[config.mk]
export PLATFORM = sky130hd
export DESIGN_NAME = console_tx
export DESIGN_NICKNAME = d
export VERILOG_FILES = /design/src/rtl/console_pkg.sv /design/src/rtl/sync_fifo.sv /design/src/rtl/console_tx.sv
export SDC_FILE = /design/constraint.sdc
export NUM_CORES = 1
export LEC_CHECK = 0
export CAP_MARGIN = 20
export CELL_PAD_IN_SITES_DETAIL_PLACEMENT = 0
export CELL_PAD_IN_SITES_GLOBAL_PLACEMENT = 1
export CORE_MARGIN = 2
export CORE_UTILIZATION = 40
export CTS_CLUSTER_SIZE = 40
export DETAILED_ROUTE_END_ITERATION = 10
export HOLD_SLACK_MARGIN = 0.1
export MAX_ROUTING_LAYER = met4
export PLACE_DENSITY_LB_ADDON = 0.15
export SYNTH_ARGS = -nofsm -noshare
export SYNTH_HDL_FRONTEND = slang
export SYNTH_HIERARCHICAL = 1
export SYNTH_SLANG_ARGS = --single-unit
export TNS_END_PERCENT = 1
[constraint.sdc]
create_clock -name clk -period 4.2 [get_ports clk]
set_input_delay 0.84 -clock clk [delete_from_list [all_inputs] [get_ports clk]]
set_output_delay 0.84 -clock clk [all_outputs]
set_load 0.03 [all_outputs]
[src/rtl/console_pkg.sv]
// console_pkg: shared types and framing constants for the console transmit path.
package console_pkg;
    typedef enum logic [1:0] {IDLE, START, DATA, STOP} tx_state_t;
    localparam logic START_BIT = 1'b0;
    localparam logic STOP_BIT  = 1'b1;
    localparam int   DATA_BITS = 8;
endpackage

[src/rtl/sync_fifo.sv]
// sync_fifo: single-clock FIFO with occupancy count and sticky drop flag.
module sync_fifo #(
    parameter int DEPTH = 16,
    parameter int WIDTH = 8
) (
    input  logic                     clk,
    input  logic                     rst_n,
    input  logic                     push,
    input  logic                     pop,
    input  logic [WIDTH-1:0]         din,
    output logic [WIDTH-1:0]         dout,
    output logic                     full,
    output logic                     empty,
    output logic [$clog2(DEPTH):0]   count,
    output logic                     overflow
);
    localparam int AW = $clog2(DEPTH);
    localparam int CW = AW + 1;
    logic [AW-1:0]    wr_ptr_q, rd_ptr_q;
    logic [CW-1:0]    count_q;
    logic             ovf_q;
    logic [WIDTH-1:0] mem_q [DEPTH];
    logic             do_push, do_pop;
    assign full     = count_q == CW'(DEPTH);
    assign empty    = count_q == '0;
    assign count    = count_q;
    assign overflow = ovf_q;
    assign dout     = mem_q[rd_ptr_q];
    assign do_pop   = pop && !empty;
    // A pop on the same edge frees a slot, so a push into a full FIFO still lands.
    assign do_push  = push && (!full || do_pop);
    always_ff @(posedge clk or negedge rst_n) begin
        if (!rst_n) begin
            wr_ptr_q <= '0;
            rd_ptr_q <= '0;
            count_q  <= '0;
            ovf_q    <= 1'b0;
        end else begin
            if (do_push) wr_ptr_q <= wr_ptr_q + 1'b1;
            if (do_pop)  rd_ptr_q <= rd_ptr_q + 1'b1;
            count_q <= count_q + CW'(do_push) - CW'(do_pop);
            ovf_q   <= ovf_q | (push && !do_push);
        end
    end
    always_ff @(posedge clk) begin
        if (do_push) mem_q[wr_ptr_q] <= din;
    end
endmodule

[src/rtl/console_tx.sv]
// console_tx: buffers printed characters and serializes them as 8N1 frames on tx.
module console_tx
    import console_pkg::*;
#(
    parameter int DEPTH        = 16,
    parameter int CLKS_PER_BIT = 4
) (
    input  logic                   clk,
    input  logic                   rst_n,
    input  logic                   wr_en,
    input  logic [7:0]             wr_data,
    output logic                   full,
    output logic                   empty,
    output logic [$clog2(DEPTH):0] count,
    output logic                   overflow,
    output logic                   busy,
    output logic                   tx
);
    localparam int TW = $clog2(CLKS_PER_BIT);
    localparam logic [TW-1:0] RELOAD = TW'(CLKS_PER_BIT - 1);
    tx_state_t   state_q;
    logic [TW-1:0] timer_q;
    logic [2:0]  idx_q;
    logic [7:0]  shift_q, head;
    logic        tx_q, busy_q, pop, timer_done;
    sync_fifo #(.DEPTH(DEPTH), .WIDTH(8)) u_fifo (
        .clk      (clk),
        .rst_n    (rst_n),
        .push     (wr_en),
        .pop      (pop),
        .din      (wr_data),
        .dout     (head),
        .full     (full),
        .empty    (empty),
        .count    (count),
        .overflow (overflow)
    );
    assign timer_done = timer_q == '0;
    // Loading from STOP on expiry keeps back-to-back frames gapless.
    assign pop  = !empty && (state_q == IDLE || (state_q == STOP && timer_done));
    assign tx   = tx_q;
    assign busy = busy_q;
    always_ff @(posedge clk or negedge rst_n) begin
        if (!rst_n) begin
            state_q <= IDLE;
            timer_q <= '0;
            idx_q   <= '0;
            shift_q <= '0;
            tx_q    <= STOP_BIT;
            busy_q  <= 1'b0;
        end else if (pop) begin
            state_q <= START;
            shift_q <= head;
            timer_q <= RELOAD;
            tx_q    <= START_BIT;
            busy_q  <= 1'b1;
        end else begin
            case (state_q)
                IDLE: begin
                    tx_q   <= STOP_BIT;
                    busy_q <= 1'b0;
                end
                START: begin
                    if (timer_done) begin
                        state_q <= DATA;
                        idx_q   <= '0;
                        timer_q <= RELOAD;
                        tx_q    <= shift_q[0];
                    end else timer_q <= timer_q - 1'b1;
                end
                DATA: begin
                    if (timer_done) begin
                        timer_q <= RELOAD;
                        if (idx_q == 3'(DATA_BITS - 1)) begin
                            state_q <= STOP;
                            tx_q    <= STOP_BIT;
                        end else begin
                            idx_q   <= idx_q + 1'b1;
                            shift_q <= shift_q >> 1;
                            tx_q    <= shift_q[1];
                        end
                    end else timer_q <= timer_q - 1'b1;
                end
                STOP: begin
                    if (timer_done) begin
                        state_q <= IDLE;
                        tx_q    <= STOP_BIT;
                        busy_q  <= 1'b0;
                    end else timer_q <= timer_q - 1'b1;
                end
                default: state_q <= IDLE;
            endcase
        end
    end
endmodule

# Word level (Yosys, flattened, before mapping)
# Memories as Yosys holds them, arrays and structs flattened.
# Cells that the tools add are included.
# totals
mem_bits_rw,128
ff_bits,31
output_inout_bits,10
elab_cells,88
inputBits,11
memories,1
# classes
muxes,29
n_bitwise,2
add_sub_neg,6
reduce_logical,26
n_eq_ne,14
# mem_list
name,words,width,rd,rd_ports_with_merged_regs,wr,line,text
u_fifo.mem_q,16,8,1,0,1,sync_fifo.sv:22,logic [WIDTH-1:0] mem_q [DEPTH];
# ops
operator,count
8-bit two-way mux,4
2-bit two-way mux,8
"3-bit by 2-bit != test with 1-bit output, second input constant",5
5-bit AND reduction,2
1-bit two-way mux,9
3-bit two-way mux,3
"4-bit by 1-bit adder with 4-bit output, second input constant",2
"2-bit != test, second input constant",3
2-bit one-hot mux with 3 select lines,1
3-bit one-hot mux with 2 select lines,1
3-bit AND reduction,2
2-bit nonzero test,3
3-bit nonzero test,2
5-bit by 1-bit adder with 5-bit output,1
"5-bit equality test, second input constant",1
1-bit logical AND,5
5-bit logical NOT,1
5-bit by 1-bit subtractor with 5-bit output,1
"2-bit equality test, second input constant",2
2-bit logical NOT,2
1-bit one-hot mux with 4 select lines,1
2-bit one-hot mux with 2 select lines,1
2-bit AND reduction,2
4-bit nonzero test,1
11 further kinds,14

# Depth between registers and ports, before layout
# depth
word_depth,10
mapped_depth,18
depth_no_buf,16

# Modules after synthesis
# The synthesis kept the hierarchy.
# modules_own_cells
module,cells_each,area_each_um2,seq_area_each_um2,instances
sync_fifo,319,5779.3,4194.0,1
console_tx,99,1078.5,426.7,1

# Worst setup path before layout
# OpenSTA, ideal clock, no wires.
# synth_path
kind,register to register
start,"reg u_fifo.count_q[3], in the netlist u_fifo/count[3]"
end,"reg u_fifo.count_q[4], in the netlist u_fifo/count[4]"
stages_incl_launch_ff,18
t_arrival_ns,4.116
period_less_slack_ns,4.239
required_time_ns,4.077
slack_ns,-0.039
n_path_buf,2
setup_ns,0.123
cell_sequence,dfrtp_1 -> inv_1 -> ha_1 -> nor4b_1 -> or2_1 -> buf_6 -> inv_12 -> buf_12 -> inv_1 -> nor2_1 -> ha_1 -> inv_1 -> ha_1 -> fa_1 -> a21oi_1 -> nor2_1 -> nor2_1 -> xnor2_1
# synth_via
elab_chain_cells,8
elab_cells_between_ends,10
cone_classes,2 x add/sub; 1 x eq/ne; 7 x reduce/logical
# synth_rtl
item,line,text
"start, declared",sync_fifo.sv:20,logic [CW-1:0] count_q;
"start signal, assigned",sync_fifo.sv:41,count_q <= count_q + CW'(do_push) - CW'(do_pop);
5-bit logical NOT *,sync_fifo.sv:25,assign empty = count_q == '0;
via empty,console_tx.sv:13,"output logic empty,"
1-bit logical NOT *,console_tx.sv:40,assign pop = !empty && (state_q == IDLE || (state_q == STOP && timer_done));
1-bit logical AND *,console_tx.sv:40,
via pop,console_tx.sv:25,"logic tx_q, busy_q, pop, timer_done;"
1-bit logical AND *,sync_fifo.sv:29,assign do_pop = pop && !empty;
via u_fifo.do_pop,sync_fifo.sv:23,"logic do_push, do_pop;"
1-bit logical OR,sync_fifo.sv:31,assign do_push = push && (!full || do_pop);
1-bit logical AND,sync_fifo.sv:31,
5-bit by 1-bit adder with 5-bit output,sync_fifo.sv:41,
5-bit by 1-bit subtractor with 5-bit output *,sync_fifo.sv:41,
# Mark *: on every way through the listed nets, which the timed path passes. The rest lies on a longest branch.
# A chain may end at the register's enable or synchronous reset.

# Worst setup path in the final report
# layout_path
start,"reg u_fifo.count_q[2], in the netlist u_fifo/count[2]"
end,"reg u_fifo.count_q[4], in the netlist u_fifo/count[4]"
# layout_via
elab_chain_cells,8
elab_cells_between_ends,10
cone_classes,2 x add/sub; 1 x eq/ne; 7 x reduce/logical
# layout_rtl
item,line
5-bit logical NOT,sync_fifo.sv:25
1-bit logical NOT,"sync_fifo.sv:29, console_tx.sv:40"
1-bit logical AND,console_tx.sv:40
1-bit logical AND,sync_fifo.sv:29
1-bit logical OR,sync_fifo.sv:31
1-bit logical AND,sync_fifo.sv:31
5-bit by 1-bit adder with 5-bit output,sync_fifo.sv:41
5-bit by 1-bit subtractor with 5-bit output *,sync_fifo.sv:41
# Every way passes the cells marked *; elsewhere a longest branch is shown, timed or not.

==> results.ini <==
[run_status]
status = complete, no violations

[timing]
finalCritPeriodShare_pct = 83.8
worst-slew-pin-transition_ns = 0.874
clock.fmax_ghz = 0.284
grt_setup_unrepaired = false
slew_viol_final = 0
tns_ns = 0
hold_violations = 0
min_period_ns = 3.52
fin_skew_ns = 0.00793
slew_headroom_pct = 41.5
setup_viol = 0

[cells_and_area]
drive_gt1_share_pct = 20.2
fill_cells = 1437
synthToLayoutAreaGrowth_pct = 15.2
nets = 483
antennaDiodeCount = 0
postLayoutCoreUtil_pct = 47.5

[clock_tree]
cts_hold_buf = 0
clk_latency_ns = 0.42
post_cts_resize_count = 0
root_buffer = clkbuf_16
numCtsBuffers = 17
cts_setup_buffers = 0
cts_tree = yes
cts_max_level = 4
clock-sinks = 159
clk_pin_slew_ns = 0.06
clockBufferDepth = 2

[logic_synthesis]
ys.flop_type = edfxtp_1
async_flop_share_pct = 19.5
yosys_warnings = 6
post_synth.cell_area_avg_sq_um = 16.4
synth_cell_types = 56
synthesis.area_sq_mm = 0.00686
synthCells = 418
synth_nets = 448
synth_edf_count = 128
seq_area_frac_synth_pct = 67.4
ys_ff_latch = 159

[route]
remaining_drc_errors = 0
drt_iter0_markers = 191
firstDrtPassIters = 4
finalWirelength_mm = 13.6
vias_per_cell = 5.24
vias = 3596
ant_nets = 0
wl_per_cell_um = 19.9

[die]
die_h_um = 135
die_area_sq_mm = 0.0182
fp.coreArea_sq_mm = 0.0166
start_util_pct = 41.2
rows = 47
die_w_um = 135
io_pins = 21

[place]
gp_congestion = 0.730
io_buffers = 20
dp_hpwl_mm = 9.01

[global_routing]
grt_max_degree = 33
grt-ovfl-total = 0
grt_pass1_vias = 3628
antenna_found_initial = 0
grt_usage_pct = 16.8
grt_pass1_wl_mm = 21.6

[power_and_ir_drop]
p_per_area_mw_per_mm2 = 734
power_switching_uw = 2030
p_clk_share_pct = 26.8
p_sw_share_pct = 34.9
peakVddDrop_mv = 0.375
seq_power_share_pct = 38.2
p_int_uw = 3780
p_leak_uw = 0.00291
combPwrFrac_pct = 34.9

[worst_setup_path]
crit_path_end_kind = flop
cp.required_ns = 4.54
path_buf_inv = 6
cp_max_fo = 19
path_common_cell = inv_1
cpPeakStageDelay_ns = 0.41
critPathSlowestCell = or2_1
crit_family = adder cells
cp-start-kind = flop
cp.arrival_ns = 3.86
crit_type = flop to flop
crit_path_cell_trace = inv_1 -> ha_1 -> nor4b_2 -> buf_4 -> or2_1 -> inv_12 -> inv_1 -> a21boi_2 -> inv_1 -> ha_1 -> inv_1 -> ha_1 -> fa_1 -> a21oi_1 -> nor2_1 -> nor2_1 -> xnor2_1

[run]
drv_cap = 0

[min_path]
hp-class = flop to flop

==> path summary, 6_finish.rpt <==
check | start | endpoint | slack, ns | cells past startpoint
setup / recovery | u_fifo/count[2]$_DFF_PN0_ | u_fifo/count[4]$_DFF_PN0_ | 0.68 | 17
hold / removal | u_fifo/overflow$_DFF_PN0_ | u_fifo/overflow$_DFF_PN0_ | 0.47 | 1
setup reg to reg | u_fifo/count[2]$_DFF_PN0_ | u_fifo/count[4]$_DFF_PN0_ | 0.68 | 17
hold reg to reg | u_fifo/overflow$_DFF_PN0_ | u_fifo/overflow$_DFF_PN0_ | 0.47 | 1
max in group asynchronous | rst_n | tx$_DFFE_PN1P_ | 3.06 | 2
min in group asynchronous | rst_n | idx_q[0]$_DFFE_PN0P_ | 0.81 | 2
==> cell type report <==
type | count | area (sq um) | area share [%]
Sequential cell | 159 | 4620 | 58.5
Multi-Input combinational cell | 220 | 1980 | 25.1
Clock buffer | 18 | 429 | 5.43
Timing Repair Buffer | 37 | 340 | 4.31
Tap cell | 220 | 275 | 3.48
Clock inverter | 14 | 174 | 2.20
Inverter | 18 | 80.1 | 1.01
==> worst register-to-register path, cell delays in order (launching register included) <==
cell      delay, ns
dfrtp_1        0.36
inv_1          0.08
ha_1           0.21
nor4b_2        0.15
buf_4          0.15
or2_1          0.41
inv_12         0.20
inv_1          0.10
a21boi_2       0.35
inv_1          0.09
ha_1           0.28
inv_1          0.04
ha_1           0.19
fa_1           0.40
a21oi_1        0.14
nor2_1         0.05
nor2_1         0.10
xnor2_1        0.12
==> state kept, by name, summed over array words and instances (netlist names) <==
name and flops:
idx_q 3, u_fifo/mem_q 128, timer_q 2, tx 1, busy 1, u_fifo/wr_ptr_q 4, state_q 2, shift_q 8
u_fifo/rd_ptr_q 4, u_fifo/overflow 1, u_fifo/count 5
==> routing by layer <==
layer	wire [um]	vias up	global-route usage, %
li1	-	1678	-
met4	276	0	5.90
met1	6390	1831	23.5
met2	6330	66	23.9
met3	627	21	4.47
met5	0	-	-
==> power by group through the flow <==
stage,Sequential [uW],Clock [uW],Combinational [uW]
floorplan,2200,0,1600
global placement,2250,0,2030
detailed placement,2260,0,2050
CTS,2230,1600,2060
global route,2270,1660,2220
finish,2220,1560,2030
==> through the flow <==
stage | total power, uW | area [sq um] | setup WS [ns] | std cells | hold slack (ns)
global placement | 4280 | 7300 | 0.714 | 654 | 0.471
CTS | 5890 | 7900 | 0.624 | 686 | 0.479
finish | 5800 | 7900 | 0.682 | 686 | 0.474
detailed placement | 4320 | 7300 | 0.645 | 654 | 0.465
floorplan | 3800 | 6860 | 0.578 | 418 | 0.466
global route | 6150 | 7900 | 0.413 | 686 | 0.504
==> Yosys cell counts (all sizes together), types with 2 or more instances <==
| cell | count | share of area (%) |
|---|---|---|
| a21oi | 4 | 0.29 |
| a221oi | 17 | 2.5 |
| a22oi | 8 | 0.88 |
| and2 | 2 | 0.22 |
| buf | 16 | 2.3 |
| clkbuf | 5 | 0.36 |
| dfrtp | 30 | 11 |
| edfxtp | 128 | 56 |
| ha | 18 | 3.3 |
| inv | 18 | 1.2 |
| mux2 | 3 | 0.55 |
| mux2i | 41 | 6.0 |
| mux4 | 16 | 5.3 |
| nand2 | 29 | 1.8 |
| nand2b | 2 | 0.18 |
| nand3 | 3 | 0.40 |
| nor2 | 21 | 1.1 |
| nor2b | 4 | 0.36 |
| nor3 | 5 | 0.36 |
| o21ai | 19 | 1.8 |
| or2 | 2 | 0.22 |
| xnor2 | 8 | 1.0 |
| xor2 | 3 | 0.38 |
==> cell usage in the layout, fill, tap and decap left out, types with 12 or more instances in the layout <==
| master | count |
|---|---|
| ha_1 | 18 |
| buf_4 | 16 |
| inv_1 | 16 |
| clkdlybuf4s50_1 | 20 |
| mux2i_1 | 41 |
| clkbuf_16 | 17 |
| dfrtp_1 | 29 |
| edfxtp_1 | 128 |
| nand2_1 | 22 |
| nor2_1 | 21 |
| o21ai_0 | 12 |
| mux4_2 | 16 |
| a221oi_1 | 15 |
==> logic make-up after synthesis <==
| group | Yosys count | share of synthesized area, % |
|---|---|---|
| buf+inv | 39 | 3.81 |
| compound gates | 58 | 6.79 |
| simple gates | 72 | 5.25 |
| flops | 159 | 67.4 |
| mux | 60 | 11.8 |
| xor+xnor | 11 | 1.40 |
| fa+ha+maj | 19 | 3.58 |
Power figures use the tool's default switching activity.
